[src/rtl/uart_byte_fifo.sv]
`default_nettype none
// ============================================================================
// uart_byte_fifo : single-clock byte FIFO with registered count/flags and
//                  sticky overflow/underflow, buffering UART RX/TX data.
// Revision       : 1.0
// ============================================================================
module uart_byte_fifo #(
   parameter int DATA_W = 8,
   parameter int ADDR_W = 8
) (
   input  logic                Clk,
   input  logic                Rst,
   input  logic                clr,
   input  logic                wr_en,
   input  logic [DATA_W-1:0]   wr_data,
   input  logic                rd_en,
   output logic [DATA_W-1:0]   rd_data,
   output logic [ADDR_W+2:0]   status,
   output logic                overflow,
   output logic                underflow
);

   localparam int          DEPTH    = 1 << ADDR_W;
   localparam logic [ADDR_W:0] CNT_FULL = {1'b1, {ADDR_W{1'b0}}};

   logic [DATA_W-1:0] mem_q [DEPTH];

   logic [ADDR_W-1:0] wr_ptr_q, wr_ptr_d;
   logic [ADDR_W-1:0] rd_ptr_q, rd_ptr_d;
   logic [ADDR_W:0]   count_q, count_d;
   logic              full_q, full_d;
   logic              empty_q, empty_d;
   logic              overflow_q, overflow_d;
   logic              underflow_q, underflow_d;
   logic [DATA_W-1:0] rd_data_q, rd_data_d;
   logic              push_ok;
   logic              pop_ok;

   // Accept decisions use the registered flags; a full FIFO still takes a
   // push when a pop frees the slot on the same edge.
   always_comb begin
      push_ok     = 1'b0;
      pop_ok      = 1'b0;
      wr_ptr_d    = wr_ptr_q;
      rd_ptr_d    = rd_ptr_q;
      count_d     = count_q;
      overflow_d  = overflow_q;
      underflow_d = underflow_q;
      rd_data_d   = rd_data_q;

      if (clr) begin
         wr_ptr_d    = '0;
         rd_ptr_d    = '0;
         count_d     = '0;
         overflow_d  = 1'b0;
         underflow_d = 1'b0;
      end else begin
         push_ok = wr_en & (~full_q | rd_en);
         pop_ok  = rd_en & ~empty_q;

         if (push_ok) begin
            wr_ptr_d = wr_ptr_q + ADDR_W'(1);
         end
         if (pop_ok) begin
            rd_ptr_d  = rd_ptr_q + ADDR_W'(1);
            rd_data_d = mem_q[rd_ptr_q];
         end

         if (push_ok && !pop_ok) begin
            count_d = count_q + (ADDR_W + 1)'(1);
         end else if (pop_ok && !push_ok) begin
            count_d = count_q - (ADDR_W + 1)'(1);
         end

         if (wr_en && !push_ok) begin
            overflow_d = 1'b1;
         end
         if (rd_en && !pop_ok) begin
            underflow_d = 1'b1;
         end
      end

      full_d  = (count_d == CNT_FULL);
      empty_d = (count_d == '0);
   end

   always_ff @(posedge Clk) begin
      if (Rst) begin
         wr_ptr_q    <= '0;
         rd_ptr_q    <= '0;
         count_q     <= '0;
         full_q      <= 1'b0;
         empty_q     <= 1'b1;
         overflow_q  <= 1'b0;
         underflow_q <= 1'b0;
         rd_data_q   <= '0;
      end else begin
         wr_ptr_q    <= wr_ptr_d;
         rd_ptr_q    <= rd_ptr_d;
         count_q     <= count_d;
         full_q      <= full_d;
         empty_q     <= empty_d;
         overflow_q  <= overflow_d;
         underflow_q <= underflow_d;
         rd_data_q   <= rd_data_d;
      end
   end

   // Storage is deliberately left out of reset.
   always_ff @(posedge Clk) begin
      if (!Rst && push_ok) begin
         mem_q[wr_ptr_q] <= wr_data;
      end
   end

   assign rd_data   = rd_data_q;
   assign status    = {count_q, empty_q, full_q};
   assign overflow  = overflow_q;
   assign underflow = underflow_q;

endmodule
`default_nettype wire

[config.mk]
export PLATFORM = sky130hd
export DESIGN_NAME = uart_byte_fifo
export DESIGN_NICKNAME = d
export VERILOG_FILES = /design/src/rtl/uart_byte_fifo.sv
export SDC_FILE = /design/constraint.sdc
export NUM_CORES = 2
export LEC_CHECK = 0
export CAP_MARGIN = 5
export CORE_ASPECT_RATIO = 1.25
export CORE_UTILIZATION = 57
export CTS_CLUSTER_DIAMETER = 120
export DETAILED_ROUTE_END_ITERATION = 8
export GPL_ROUTABILITY_DRIVEN = 0
export PLACE_DENSITY = 0.76
export SYNTH_ARGS = -nofsm -noshare
export SYNTH_HDL_FRONTEND = slang
export SYNTH_SLANG_ARGS = --single-unit
[constraint.sdc]
create_clock -name Clk -period 2.34 [get_ports Clk]
set_input_delay 0.468 -clock Clk [delete_from_list [all_inputs] [get_ports Clk]]
set_output_delay 0.468 -clock Clk [all_outputs]
set_load 0.01 [all_outputs]
# Word level (Yosys, flattened, before mapping)
# Memories as Yosys holds them, arrays and structs flattened. A register that Yosys moved wholly into a read port is not among the register bits.
# Index checks and enable logic that the tools add are counted.
# totals
ff_bits,29
ramBits,2048
input_bits,13
output_inout_bits,21
n_memories,1
# mem_list
memory,depth,word_bits,read_ports,rd_clocked_by_memory_dff,write_ports,line,rtl
mem_q,256,8,1,1,1,26,logic [DATA_W-1:0] mem_q [DEPTH];
# op_classes
addsub,4
n_eq_ne,1
mux,6
bitwise_logic,6
n_reduce_logical,11
# op_table
op,count
9-bit two-way mux,3
"8-bit by 1-bit adder with 8-bit output, second input constant",2
"9-bit by 1-bit adder with 9-bit output, second input constant",1
"9-bit == test, second input constant",1
9-bit logical NOT,1
"9-bit by 1-bit subtractor with 9-bit output, second input constant",1
1-bit logical AND,5
1-bit logical NOT,3
1-bit two-way mux,3
1-bit NOT,3
1-bit bitwise AND,2
2-bit AND reduction,1
2-bit OR reduction,1
1-bit OR,1

# Longest topological paths before layout
# depth
ltp_word,9
depth_mapped,13
ltp_nobuf,9

# Least setup slack after synthesis
# No wires, ideal clock.
# synth_path
path_kind,register to register
from,register rd_ptr_q[1]
to,"register rd_data_q[0], in the netlist rd_data[0], read port of mem_q"
setup_time_ps,135
t_arrival_ps,2439
path_slack_ps,-234
path_stages_with_launch,8
n_path_buf,3
cell_sequence,dfxtp_1 -> buf_2 -> buf_2 -> clkbuf_1 -> mux4_2 -> mux4_2 -> a2111oi_2 -> o32ai_1
# synth_rtl
element,line,rtl
"start, declared",29,"logic [ADDR_W-1:0] rd_ptr_q, rd_ptr_d;"
"start signal, assigned",99,rd_ptr_q <= rd_ptr_d;
"end, declared",35,"logic [DATA_W-1:0] rd_data_q, rd_data_d;"

==> impl_metrics.json <==
{
  "grt_remaining_overflow": 0,
  "insertion_delay_ns": 0.85,
  "worst_setup_hold_path_clk_slew_ns": 0.07,
  "yosys_most_used_dff": "sky130_fd_sc_hd__edfxtp_1",
  "run_status": "finished, violations left",
  "tritoncts": "done",
  "clock_tree.buffer_depth": 3,
  "yosysWarnings": 0,
  "fin_cells": 6734,
  "fillers": 8012,
  "crit_path_kind": "register to register",
  "detail-route-antenna-nets": 0,
  "start_kind": "register",
  "critical_path.endpoint_type": "register",
  "tightestPinTransition_ns": 0.973,
  "final_layout_size_suffix_gt1_share_pct": 38.0,
  "clock.fmax_mhz": 325,
  "drt_first_iter_violations": 7666,
  "hold_path_class": "primary input to register",
  "fin_nets": 4721,
  "critical_path.cell_chain": "buf_12 -> buf_12 -> buf_4 -> mux4_2 -> mux2i_1 -> o21ai_0 -> o211ai_1 -> o311ai_0 -> o311a_1",
  "wl_per_cell_um": 34.7,
  "dieHeight_um": 425,
  "violations_in_the_final_reports": "setup timing",
  "post_synth.cell_area_avg_um2": 21.0,
  "grt_pass1_wl_um": 331000,
  "dp_hpwl_um": 146000,
  "routed_via_density": 6.76,
  "synth_largest_area_cell": "sky130_fd_sc_hd__edfxtp_1",
  "post-route-period-util_pct": 131,
  "power.ir.vdd_worst_v": 0.000838,
  "synth_cell_type_count": 73,
  "antenna_found_initial": 7,
  "worst-path-max-fanout": 27,
  "worst_clock_skew_ns": 0.0401,
  "grt_max_degree": 80,
  "report.final.setup_viol": 8,
  "ys_ff_latch": 2085,
  "critPathRequiredTime_ns": 3.07,
  "slowest_delay_ns": 0.48,
  "area_of_the_core_region_um2": 141000,
  "overall_power_w": 0.0738,
  "post_synth_main_area_contributors": "sky130_fd_sc_hd__edfxtp_1, sky130_fd_sc_hd__mux4_2, sky130_fd_sc_hd__mux2i_1",
  "die-area_um2": 145000,
  "finalHoldWorstSlack_ns": 0.0924,
  "synth_edf_count": 2048,
  "initial_utilization_pct": 57.7,
  "dieWidth_um": 340,
  "hold_violations": 0,
  "synth_async_sr_flop_share_pct": 0,
  "max_slew_margin_pct": 34.7,
  "critical_path.slowest_cell": "sky130_fd_sc_hd__o211ai_1",
  "synth_fp_nets": 3910,
  "number_of_global_route_vias_before_repair": 46216,
  "dr.pass1.iters": 8,
  "tritoncts_buffer_count": 187,
  "timing.critical_path.arrival_ns": 3.81,
  "synthCells": 3890,
  "grt_util_all_layers_pct": 32.6,
  "tns_ns": -5.30,
  "dr_total_vias": 45496,
  "maxSlewViolCount": 0,
  "cell_area_power_density_nw_per_um2": 748,
  "areaGrowthSynthToFinish_pct": 21.0,
  "ctsRootBufferMaster": "sky130_fd_sc_hd__clkbuf_16",
  "finalWorstSetupSlack_ns": -0.735,
  "routed_wirelength_um": 234000,
  "synth.top_cell.area_share_pct": 75.4,
  "buffer_ports.inserted": 33,
  "ios": 34,
  "critPathBufInv": 3,
  "post-place-cells": 6348,
  "period_minus_slack_ns": 3.08,
  "static-leakage-power_nw": 31.2,
  "drt_drc_violations_left": 0,
  "drv_cap": 0,
  "critical-path-top-cell-by-count": "sky130_fd_sc_hd__buf_12",
  "family_with_the_most_delay_on_the_worst_path": "compound AO/OA/AOI/OAI gates",
  "cts.htree.levels": 4,
  "sinks_on_clock_net": 2085,
  "synth.yosys.seq_area_share_pct": 76.3,
  "synthesis.area_um2": 81600,
  "grt_setup_unrepaired": "true",
  "std_cell_rows": 154
}
==> power breakdown <==
| group | total [W] | internal, W | switching (W) |
|---|---|---|---|
| Clock | 0.0309 | 0.0172 | 0.0137 |
| Combinational | 0.00192 | 0.000709 | 0.00121 |
| Sequential | 0.0410 | 0.0410 | 0.0000238 |
==> routing by layer <==
metal | GRT usage [%] | wire, µm | vias up
li1 | - | - | 17795
met3 | 7.91 | 27800 | 817
met1 | 40.8 | 76700 | 23237
met2 | 52.3 | 113000 | 3639
met4 | 18.9 | 15800 | 8
met5 | 0 | 56 | -
==> final cells by class <==
class / count / area, µm² / share of cell area [%]
antenna: 1 / 2.50 / 0.00254
clock buffer: 233 / 4910 / 4.98
clock inverter: 116 / 1190 / 1.21
inverter: 12 / 50.0 / 0.0507
multi-input combinational: 1549 / 19000 / 19.2
sequential: 2085 / 62300 / 63.1
tap: 1872 / 2340 / 2.37
timing repair buffer: 866 / 8920 / 9.04
==> state kept, by name, indices dropped and copies added (netlist names) <==
register	cells
count_q	9
empty_q	1
full_q	1
mem_q	2048
overflow	1
rd_data	8
rd_ptr_q	8
underflow	1
wr_ptr_q	8
==> cell usage in the layout (no fill, tap or decap), types with 21 or more instances in the layout <==
master                         n
sky130_fd_sc_hd__nand2_1      94
sky130_fd_sc_hd__nand3_1      38
sky130_fd_sc_hd__clkinv_2     35
sky130_fd_sc_hd__nor2_1      210
sky130_fd_sc_hd__mux2i_1     153
sky130_fd_sc_hd__buf_4       645
sky130_fd_sc_hd__nor2_4       48
sky130_fd_sc_hd__a21oi_1      43
sky130_fd_sc_hd__edfxtp_1   2048
sky130_fd_sc_hd__clkbuf_16   189
sky130_fd_sc_hd__mux4_2      509
sky130_fd_sc_hd__a22oi_1      27
sky130_fd_sc_hd__buf_12      165
sky130_fd_sc_hd__clkinv_1     39
sky130_fd_sc_hd__o21ai_0      21
sky130_fd_sc_hd__clkbuf_1     42
sky130_fd_sc_hd__nor2_2       62
==> worst reg2reg max path, cell delays in order, from the launching register on <==
cell	delay [ns]
sky130_fd_sc_hd__dfxtp_4	0.44
sky130_fd_sc_hd__buf_12	0.21
sky130_fd_sc_hd__buf_12	0.25
sky130_fd_sc_hd__buf_4	0.30
sky130_fd_sc_hd__mux4_2	0.38
sky130_fd_sc_hd__mux2i_1	0.17
sky130_fd_sc_hd__o21ai_0	0.16
sky130_fd_sc_hd__o211ai_1	0.48
sky130_fd_sc_hd__o311ai_0	0.36
sky130_fd_sc_hd__o311a_1	0.22
==> what timing repair did <==
item / CTS / global route
setup endpoints to repair: 26 / 13
resized for setup: 114 / 47
setup buffers: 32 / 3
cloned: 3 / 0
hold endpoints to repair: 0 / 0
hold buffers: 0 / 0
pin swaps: 18 / 17
==> stage by stage <==
step                utilization (%)  worst slack, ns  instance area [µm²]
floorplan                         -           -0.142                82400
global placement               64.6            -1.02                91400
detailed placement             64.6            -1.04                91400
CTS                            69.6           -0.687                98400
global route                   69.8           -0.717                98700
finish                         69.8           -0.735                98700
==> cells in the mapped netlist (9+ instances only) <==
master                     instances
sky130_fd_sc_hd__a211oi_1         26
sky130_fd_sc_hd__a221oi_1         22
sky130_fd_sc_hd__o311ai_0          9
sky130_fd_sc_hd__and2_1           14
sky130_fd_sc_hd__buf_2            65
sky130_fd_sc_hd__nor3_1           19
sky130_fd_sc_hd__edfxtp_1       2048
sky130_fd_sc_hd__o21ai_0          32
sky130_fd_sc_hd__mux2_2            9
sky130_fd_sc_hd__a21oi_1          46
sky130_fd_sc_hd__nand2_1          97
sky130_fd_sc_hd__inv_1            10
sky130_fd_sc_hd__nor2b_1          16
sky130_fd_sc_hd__mux4_2          509
sky130_fd_sc_hd__mux2i_1         156
sky130_fd_sc_hd__nand3_1          45
sky130_fd_sc_hd__nor2_1          320
sky130_fd_sc_hd__buf_6            26
sky130_fd_sc_hd__o22ai_1          21
sky130_fd_sc_hd__or3_1             9
sky130_fd_sc_hd__dfxtp_1          37
sky130_fd_sc_hd__o211ai_1         13
sky130_fd_sc_hd__xor2_1            9
sky130_fd_sc_hd__buf_4            30
sky130_fd_sc_hd__nand4_1          10
sky130_fd_sc_hd__clkbuf_1         98
sky130_fd_sc_hd__buf_1            18
sky130_fd_sc_hd__o221ai_1         17
sky130_fd_sc_hd__a22oi_1          34
==> kinds of logic after synthesis <==
kind of cell / after synthesis / synth area share [%]
AOI/OAI and AO/OA: 286 / 2.55
xor gates and xnor gates: 16 / 0.172
adders and majority gates: 7 / 0.107
buffers and inverters: 256 / 1.76
DFF: 2085 / 76.3
muxes: 674 / 16.1
and+or+nand+nor: 566 / 3.00
==> path summary, 6_finish.rpt <==
kind	cells past startpoint	slack, ns	start	end
worst max-delay path	9	-0.74	rd_ptr_q[1]$_SDFFE_PP0P_	rd_data[3]$_SDFFE_PP0P_
worst min-delay path	1	0.09	wr_data[1]	mem_q[140][1]$_DFFE_PP_
worst max register to register	9	-0.74	rd_ptr_q[1]$_SDFFE_PP0P_	rd_data[3]$_SDFFE_PP0P_
worst min register to register	2	0.50	underflow$_SDFFE_PP0P_	underflow$_SDFFE_PP0P_
Note: power is estimated with default switching activity, not from simulation.
